[config.mk]
export PLATFORM = sky130hd
export DESIGN_NAME = mem_access
export DESIGN_NICKNAME = d
export VERILOG_FILES = /design/src/rtl/mem_access_pkg.sv /design/src/rtl/mem_access_lane.sv /design/src/rtl/mem_access.sv
export SDC_FILE = /design/constraint.sdc
export NUM_CORES = 1
export LEC_CHECK = 0
export ABC_AREA = 1
export BUFFER_PORTS_ARGS = -buffer_cell sky130_fd_sc_hd__buf_2
export CORE_UTILIZATION = 45
export DETAILED_ROUTE_END_ITERATION = 10
export PLACE_DENSITY_LB_ADDON = 0.05
export SYNTH_ARGS = -nofsm -noshare
export SYNTH_HDL_FRONTEND = slang
export SYNTH_SLANG_ARGS = --single-unit
[constraint.sdc]
create_clock -name clk -period 2.2 [get_ports clk]
set_clock_uncertainty 0.2 [all_clocks]
set_input_delay 0.33 -clock clk [delete_from_list [all_inputs] [get_ports clk]]
set_output_delay 0.33 -clock clk [all_outputs]
set_load 0.02 [all_outputs]
[src/rtl/mem_access_pkg.sv]
// mem_access_pkg: shared definitions for the MIPS32 MEM stage.
//   - register-file widths and NOP constants
//   - EXE_*_OP operation codes used by the MEM stage
//   - MEM_* state encodings of the bus-transaction FSM
//   - decode_op(): classifies an operation code into access size/kind
package mem_access_pkg;

  localparam int RegAddrBus = 5;
  localparam int RegBus     = 32;

  localparam logic [RegAddrBus-1:0] NOPRegAddr = '0;
  localparam logic [RegBus-1:0]     ZeroWord   = '0;

  localparam logic [7:0] EXE_NOP_OP  = 8'b0000_0000;
  localparam logic [7:0] EXE_ADDU_OP = 8'b0010_0001;
  localparam logic [7:0] EXE_LB_OP   = 8'b1110_0000;
  localparam logic [7:0] EXE_LBU_OP  = 8'b1110_0100;
  localparam logic [7:0] EXE_LH_OP   = 8'b1110_0001;
  localparam logic [7:0] EXE_LHU_OP  = 8'b1110_0101;
  localparam logic [7:0] EXE_LW_OP   = 8'b1110_0011;
  localparam logic [7:0] EXE_SB_OP   = 8'b1110_1000;
  localparam logic [7:0] EXE_SH_OP   = 8'b1110_1001;
  localparam logic [7:0] EXE_SW_OP   = 8'b1110_1011;

  typedef enum logic [1:0] {
    MEM_IDLE = 2'd0,
    MEM_REQ  = 2'd1,
    MEM_DONE = 2'd2
  } mem_state_e;

  typedef enum logic [1:0] {
    SZ_NONE = 2'd0,
    SZ_BYTE = 2'd1,
    SZ_HALF = 2'd2,
    SZ_WORD = 2'd3
  } mem_size_e;

  typedef struct packed {
    logic      is_mem;
    logic      is_load;
    logic      sext;
    mem_size_e size;
  } mem_op_t;

  function automatic mem_op_t decode_op(input logic [7:0] aluop);
    mem_op_t op;
    op = '{is_mem: 1'b0, is_load: 1'b0, sext: 1'b0, size: SZ_NONE};
    case (aluop)
      EXE_LB_OP:  op = '{1'b1, 1'b1, 1'b1, SZ_BYTE};
      EXE_LBU_OP: op = '{1'b1, 1'b1, 1'b0, SZ_BYTE};
      EXE_LH_OP:  op = '{1'b1, 1'b1, 1'b1, SZ_HALF};
      EXE_LHU_OP: op = '{1'b1, 1'b1, 1'b0, SZ_HALF};
      EXE_LW_OP:  op = '{1'b1, 1'b1, 1'b0, SZ_WORD};
      EXE_SB_OP:  op = '{1'b1, 1'b0, 1'b0, SZ_BYTE};
      EXE_SH_OP:  op = '{1'b1, 1'b0, 1'b0, SZ_HALF};
      EXE_SW_OP:  op = '{1'b1, 1'b0, 1'b0, SZ_WORD};
      default:    ;
    endcase
    return op;
  endfunction

endpackage

[src/rtl/mem_access_lane.sv]
// mem_lane: combinational byte-lane logic shared by the request path (live
// EX/MEM inputs) and the response path (latched operation + bus read data).
// Optional feature macro: MEM_ALIGN_CHECK_EN (reports misalignment instead of
// silently forcing alignment).
// Ports:
//   aluop_i    operation code
//   off_i      raw address offset (addr[1:0])
//   reg2_i     store source data
//   rdata_i    bus read data
//   is_mem_o   operation is a load or store
//   is_load_o  operation is a load
//   misalign_o misaligned access (always 0 unless MEM_ALIGN_CHECK_EN)
//   off_o      offset forced to the natural alignment of the access size
//   sel_o      byte-lane select, bit 3 = bits [31:24] (big-endian)
//   wdata_o    store data replicated across lanes
//   ldata_o    selected load lane, sign/zero extended
module mem_lane
  import mem_access_pkg::*;
(
  input  logic [7:0]  aluop_i,
  input  logic [1:0]  off_i,
  input  logic [31:0] reg2_i,
  input  logic [31:0] rdata_i,
  output logic        is_mem_o,
  output logic        is_load_o,
  output logic        misalign_o,
  output logic [1:0]  off_o,
  output logic [3:0]  sel_o,
  output logic [31:0] wdata_o,
  output logic [31:0] ldata_o
);

  mem_op_t     op;
  logic [7:0]  byte_v;
  logic [15:0] half_v;

  // NOTE: every output gets a default before the case so no path leaves a
  // value unassigned, which would otherwise infer a latch.
  always_comb begin
    op         = decode_op(aluop_i);
    is_mem_o   = op.is_mem;
    is_load_o  = op.is_load;
    misalign_o = 1'b0;
    off_o      = off_i;
    sel_o      = 4'b0000;
    wdata_o    = '0;
    ldata_o    = '0;
    byte_v     = '0;
    half_v     = '0;
    case (op.size)
      SZ_BYTE: begin
        sel_o   = 4'b1000 >> off_i;
        wdata_o = {4{reg2_i[7:0]}};
        case (off_i)
          2'b00:   byte_v = rdata_i[31:24];
          2'b01:   byte_v = rdata_i[23:16];
          2'b10:   byte_v = rdata_i[15:8];
          default: byte_v = rdata_i[7:0];
        endcase
        ldata_o = {{24{op.sext & byte_v[7]}}, byte_v};
      end
      SZ_HALF: begin
`ifdef MEM_ALIGN_CHECK_EN
        misalign_o = off_i[0];
`endif
        off_o   = {off_i[1], 1'b0};
        sel_o   = off_i[1] ? 4'b0011 : 4'b1100;
        wdata_o = {2{reg2_i[15:0]}};
        half_v  = off_i[1] ? rdata_i[15:0] : rdata_i[31:16];
        ldata_o = {{16{op.sext & half_v[15]}}, half_v};
      end
      SZ_WORD: begin
`ifdef MEM_ALIGN_CHECK_EN
        misalign_o = |off_i;
`endif
        off_o   = 2'b00;
        sel_o   = 4'b1111;
        wdata_o = reg2_i;
        ldata_o = rdata_i;
      end
      default: ;
    endcase
  end

endmodule

[src/rtl/mem_access.sv]
// mem_access: MIPS32 MEM stage. Non-memory results pass straight through to
// MEM/WB; loads/stores run as IDLE -> REQ -> DONE transactions on a req/ack
// bus while stallreq holds the pipeline.
// Optional feature macro: MEM_ALIGN_CHECK_EN -- misaligned half/word accesses
// skip the bus and finish with bus_err; otherwise low address bits are forced
// to alignment.
// Parameter: BUS_TIMEOUT -- REQ cycles waited for bus_ack before an error.
// Ports:
//   clk, rst (async, active-low)
//   mem_wd/mem_wreg/mem_wdata/mem_aluop/mem_addr/mem_reg2  from EX/MEM
//   wb_wd/wb_wreg/wb_wdata                                 to MEM/WB
//   stallreq                                               pipeline hold
//   bus_req/bus_we/bus_addr/bus_sel/bus_wdata              bus request
//   bus_ack/bus_rdata                                      bus response
//   bus_err                                                one-cycle error pulse
module mem_access
  import mem_access_pkg::*;
#(
  parameter int BUS_TIMEOUT = 255
) (
  input  logic                  clk,
  input  logic                  rst,
  input  logic [RegAddrBus-1:0] mem_wd,
  input  logic                  mem_wreg,
  input  logic [RegBus-1:0]     mem_wdata,
  input  logic [7:0]            mem_aluop,
  input  logic [31:0]           mem_addr,
  input  logic [RegBus-1:0]     mem_reg2,
  output logic [RegAddrBus-1:0] wb_wd,
  output logic                  wb_wreg,
  output logic [RegBus-1:0]     wb_wdata,
  output logic                  stallreq,
  output logic                  bus_req,
  output logic                  bus_we,
  output logic [31:0]           bus_addr,
  output logic [3:0]            bus_sel,
  output logic [31:0]           bus_wdata,
  input  logic                  bus_ack,
  input  logic [31:0]           bus_rdata,
  output logic                  bus_err
);

  localparam int CNT_W = $clog2(BUS_TIMEOUT + 1);

  mem_state_e            state_q, state_d;
  logic [7:0]            op_q, op_d;
  logic [1:0]            off_q, off_d;
  logic [RegAddrBus-1:0] rd_q, rd_d;
  logic [29:0]           addr_q, addr_d;
  logic [3:0]            sel_q, sel_d;
  logic [31:0]           wdata_q, wdata_d;
  logic                  we_q, we_d;
  logic [RegBus-1:0]     result_q, result_d;
  logic                  err_q, err_d;
  logic [CNT_W-1:0]      cnt_q, cnt_d;

  // The lane logic sees the live inputs while IDLE (request side) and the
  // latched operation afterwards, so the response path never re-samples EX/MEM.
  logic        idle;
  logic [7:0]  lane_aluop;
  logic [1:0]  lane_off;
  logic        lane_is_mem, lane_is_load, lane_misalign;
  logic [1:0]  lane_off_al;
  logic [3:0]  lane_sel;
  logic [31:0] lane_wdata, lane_ldata;

  assign idle       = (state_q == MEM_IDLE);
  assign lane_aluop = idle ? mem_aluop : op_q;
  assign lane_off   = idle ? mem_addr[1:0] : off_q;

  mem_lane u_lane (
    .aluop_i    (lane_aluop),
    .off_i      (lane_off),
    .reg2_i     (mem_reg2),
    .rdata_i    (bus_rdata),
    .is_mem_o   (lane_is_mem),
    .is_load_o  (lane_is_load),
    .misalign_o (lane_misalign),
    .off_o      (lane_off_al),
    .sel_o      (lane_sel),
    .wdata_o    (lane_wdata),
    .ldata_o    (lane_ldata)
  );

  // Bus fields come only from latches, so they cannot move while bus_req=1.
  assign bus_req   = (state_q == MEM_REQ);
  assign bus_addr  = {addr_q, 2'b00};
  assign bus_sel   = sel_q;
  assign bus_we    = we_q;
  assign bus_wdata = wdata_q;

  always_comb begin
    state_d  = state_q;
    op_d     = op_q;
    off_d    = off_q;
    rd_d     = rd_q;
    addr_d   = addr_q;
    sel_d    = sel_q;
    wdata_d  = wdata_q;
    we_d     = we_q;
    result_d = result_q;
    err_d    = err_q;
    cnt_d    = cnt_q;
    wb_wd    = NOPRegAddr;
    wb_wreg  = 1'b0;
    wb_wdata = ZeroWord;
    stallreq = 1'b0;
    bus_err  = 1'b0;

    case (state_q)
      MEM_IDLE: begin
        if (lane_is_mem) begin
          stallreq = 1'b1;
          op_d     = mem_aluop;
          off_d    = lane_off_al;
          rd_d     = mem_wd;
          addr_d   = mem_addr[31:2];
          sel_d    = lane_sel;
          wdata_d  = lane_wdata;
          we_d     = ~lane_is_load;
          result_d = ZeroWord;
          err_d    = lane_misalign;
          cnt_d    = '0;
          state_d  = lane_misalign ? MEM_DONE : MEM_REQ;
        end else begin
          wb_wd    = mem_wd;
          wb_wreg  = mem_wreg;
          wb_wdata = mem_wdata;
        end
      end
      MEM_REQ: begin
        stallreq = 1'b1;
        // An ack in the final allowed cycle still completes the access.
        if (bus_ack) begin
          result_d = lane_is_load ? lane_ldata : ZeroWord;
          state_d  = MEM_DONE;
        end else if (cnt_q == CNT_W'(BUS_TIMEOUT - 1)) begin
          err_d   = 1'b1;
          state_d = MEM_DONE;
        end else begin
          cnt_d = cnt_q + 1'b1;
        end
      end
      MEM_DONE: begin
        wb_wd    = rd_q;
        wb_wdata = result_q;
        wb_wreg  = lane_is_load & ~err_q;
        bus_err  = err_q;
        state_d  = MEM_IDLE;
      end
      default: state_d = MEM_IDLE;
    endcase

    // While reset is held the passthrough path must not leak EX/MEM values.
    if (!rst) begin
      wb_wd    = NOPRegAddr;
      wb_wreg  = 1'b0;
      wb_wdata = ZeroWord;
      stallreq = 1'b0;
      bus_err  = 1'b0;
    end
  end

  // NOTE: state uses non-blocking assignments so every register updates from
  // the same pre-edge values regardless of statement order.
  // NOTE: the transaction latches are reset too, so an access abandoned by
  // reset leaves nothing stale on the bus outputs.
  always_ff @(posedge clk or negedge rst) begin
    if (!rst) begin
      state_q  <= MEM_IDLE;
      op_q     <= '0;
      off_q    <= '0;
      rd_q     <= '0;
      addr_q   <= '0;
      sel_q    <= '0;
      wdata_q  <= '0;
      we_q     <= 1'b0;
      result_q <= '0;
      err_q    <= 1'b0;
      cnt_q    <= '0;
    end else begin
      state_q  <= state_d;
      op_q     <= op_d;
      off_q    <= off_d;
      rd_q     <= rd_d;
      addr_q   <= addr_d;
      sel_q    <= sel_d;
      wdata_q  <= wdata_d;
      we_q     <= we_d;
      result_q <= result_d;
      err_q    <= err_d;
      cnt_q    <= cnt_d;
    end
  end

endmodule

==> impl_metrics.json <==
{
  "p_total_w": 0.01399,
  "syn_inst": 1021,
  "timing.final.crit_share_pct": 131.0,
  "grt.overflow.total": 0,
  "power_density_nw_per_um2": 1206,
  "p_leak_nw": 6.192,
  "holdWs_ps": -3.441,
  "synth.avg_cell_area_um2": 7.064,
  "worstHoldPathType": "input port to flop",
  "regArea_um2": 3128,
  "max_stage_delay_ps": 420,
  "clk_root_buffer_cell": "clkbuf_16",
  "final_design_area_no_fill_um2": 11600,
  "tns_ps": -73340,
  "syn2layout_area_growth_pct": 60.79,
  "numCtsBuffers": 17,
  "wl_um": 25450,
  "antenna_found_initial": 3,
  "fillers": 1215,
  "fin_cells": 1598,
  "final_util_pct": 75.17,
  "ioPinCount": 255,
  "violations": "negative hold slack, negative setup slack",
  "ys_ff_latch": 125,
  "core_area_um2": 15430,
  "grt_usage_pct": 29.49,
  "dp.cells": 1500,
  "timing.final.ws_setup_ps": -681.4,
  "drt-wirelength-per-cell_um": 15.92,
  "start_util_pct": 46.75,
  "clock-sinks": 125,
  "die_area_um2": 16540,
  "die_x_um": 128.6,
  "drc": 0,
  "worstPathArrival_ps": 2350,
  "fin_crit_ps": 2881,
  "setup_viol": 163,
  "dpl.hpwl_um": 15730,
  "placementRows": 45,
  "nets": 1518,
  "drive_gt1_share_pct": 37.93,
  "timing.fmax_mhz": 347.1,
  "crit_type": "flop to output pin",
  "ir_drop_uv": 669.6,
  "cts_buffer_depth": 2,
  "first_iter_violations": 479,
  "crit_chain": "nor2_4 -> nand2_1 -> o21ai_4 -> buf_4 -> a21oi_4 -> nor2_4 -> buf_6 -> clkbuf_16 -> nand3_2 -> a21oi_4 -> buf_6",
  "cts.clk_slew.worst_paths_ps": 60,
  "grt_pass1_wl_um": 38300,
  "first_pass_iters": 5,
  "ys.warnings.count": 0,
  "ys_seq_area_share_pct": 43.37,
  "htreeDepth": 4,
  "worst_slew_pin_slew_ps": 685.6,
  "netlist_area_um2": 7212,
  "placedInstanceArea_um2": 9612,
  "grt_pass1_vias": 7820,
  "crit_required_ps": 1670,
  "via_per_inst": 5.156,
  "clkLatencyLatePin_ps": 420,
  "outcome": "finished, violations left",
  "detail-route-antenna-nets": 0,
  "multiInputGateArea_um2": 4287,
  "port_buffers": 252,
  "maxSlewViolCount": 0,
  "layout_commonest_cell": "nand2_1",
  "cap_violations": 0,
  "slew_headroom_pct": 54.29,
  "grt_max_degree": 126,
  "reg2reg_slack_ps": -470,
  "die_h_um": 128.6,
  "crit_slowest_cell": "dfrtp_1",
  "startpoint_type": "flop",
  "end_kind": "output pin",
  "num_vias": 8240,
  "hold_viol_final": 2,
  "path_max_fanout": 7,
  "gp_congestion": 0.9062,
  "synth_cell_types": 34,
  "final_cell_mix": "nand2_1, buf_2, dfrtp_1",
  "rsz0062_at_grt": "true",
  "cts_tree": "done"
}
## registers in the layout (all words and copies together) (netlist names)
name	count
op_q	8
cnt_q	8
addr_q	30
state_q	2
bus_we	1
bus_sel	4
result_q	32
err_q	1
off_q	2
bus_wdata	32
rd_q	5
## what timing repair did
item / in CTS / in global routing
setup buffers: 11 / 6
resized for setup: 79 / 96
pin swaps: 3 / 3
endpoints found under the hold margin: 162 / 0
hold buffers: 38 / 0
endpoints found under the setup margin: 157 / 164
cloned: 2 / 7
## per-layer routing
layer	routed length [µm]	GRT usage [%]
met2	12560	49.32
met3	1771	7.942
met5	0	0
met4	765	11.35
met1	10360	36.36
## report_power, final
group | internal, W | switching, W
logic | 0.00316 | 0.00438
clock network | 0.00191 | 0.00114
registers | 0.00299 | 0.000400
total | 0.00807 | 0.00592
## cell families (layout without fill, tap and decap cells)
family                   after synthesis  after routing  synth area share (%)
AO/OA/AOI/OAI                        101            101                 7.894
XOR/XNOR                               6              6                0.7287
adder cells (fa/ha/maj)                2              2                0.3469
buffers and inverters                111            472                 7.686
flip-flops                           125            125                 43.37
other                                  1              5               0.05200
AND/OR/NAND/NOR                      675            676                 39.92
## final cells by class
class	instances	area share, %
sequential	125	26.97
multi-input combinational	787	36.97
antenna	3	0.06474
timing repair buffer	391	26.63
inverter	49	1.608
clock buffer	17	3.669
clock inverter	15	1.813
tap	211	2.277
## path summary, 6_finish.rpt
kind | endpoint | depth (start not counted) | startpoint
setup reg to reg | op_q[2] | 15 | state_q[0]
hold reg to reg | op_q[5] | 2 | op_q[5]
setup / recovery | wb_wdata[18] | 11 | state_q[0]
hold / removal | bus_wdata[1] | 3 | mem_reg2[1]
min in group asynchronous | cnt_q[3] | 3 | rst
max in group asynchronous | result_q[13] | 3 | rst
## through the flow
step                      hold WS [ps]  setup WS, ps
after CTS                       0.3095        -651.2
final                           -3.441        -681.4
after global placement           235.1        -257.3
after global routing             2.498        -798.0
after detailed placement         242.1        -332.9
after floorplan                 -165.6        -195.5
## critical path: cells and delay by family (launching register included)
kind | cells | cell delay [ps]
AND/OR/NAND/NOR | 4 | 570
buffers and inverters | 4 | 600
flip-flops | 1 | 420
AO/OA/AOI/OAI | 3 | 330
## cell usage after synthesis (all sizes together)
library cell / number / area, µm²
clkbuf: 17 / 63.81
or2: 2 / 12.51
xnor2: 1 / 8.760
ha: 2 / 25.02
nor2: 36 / 206.4
dfrtp: 125 / 3128
buf: 45 / 306.5
a21oi: 44 / 231.5
inv: 49 / 183.9
nand4: 12 / 75.07
nand3b: 1 / 20.02
o21ai: 51 / 292.8
nor3: 2 / 10.01
nand2: 501 / 1921
nand3: 120 / 628.1
xor2: 5 / 43.79
conb: 1 / 3.750
nor4: 1 / 6.260
a22oi: 6 / 45.04
Note: power is estimated with default switching activity, not from simulation.
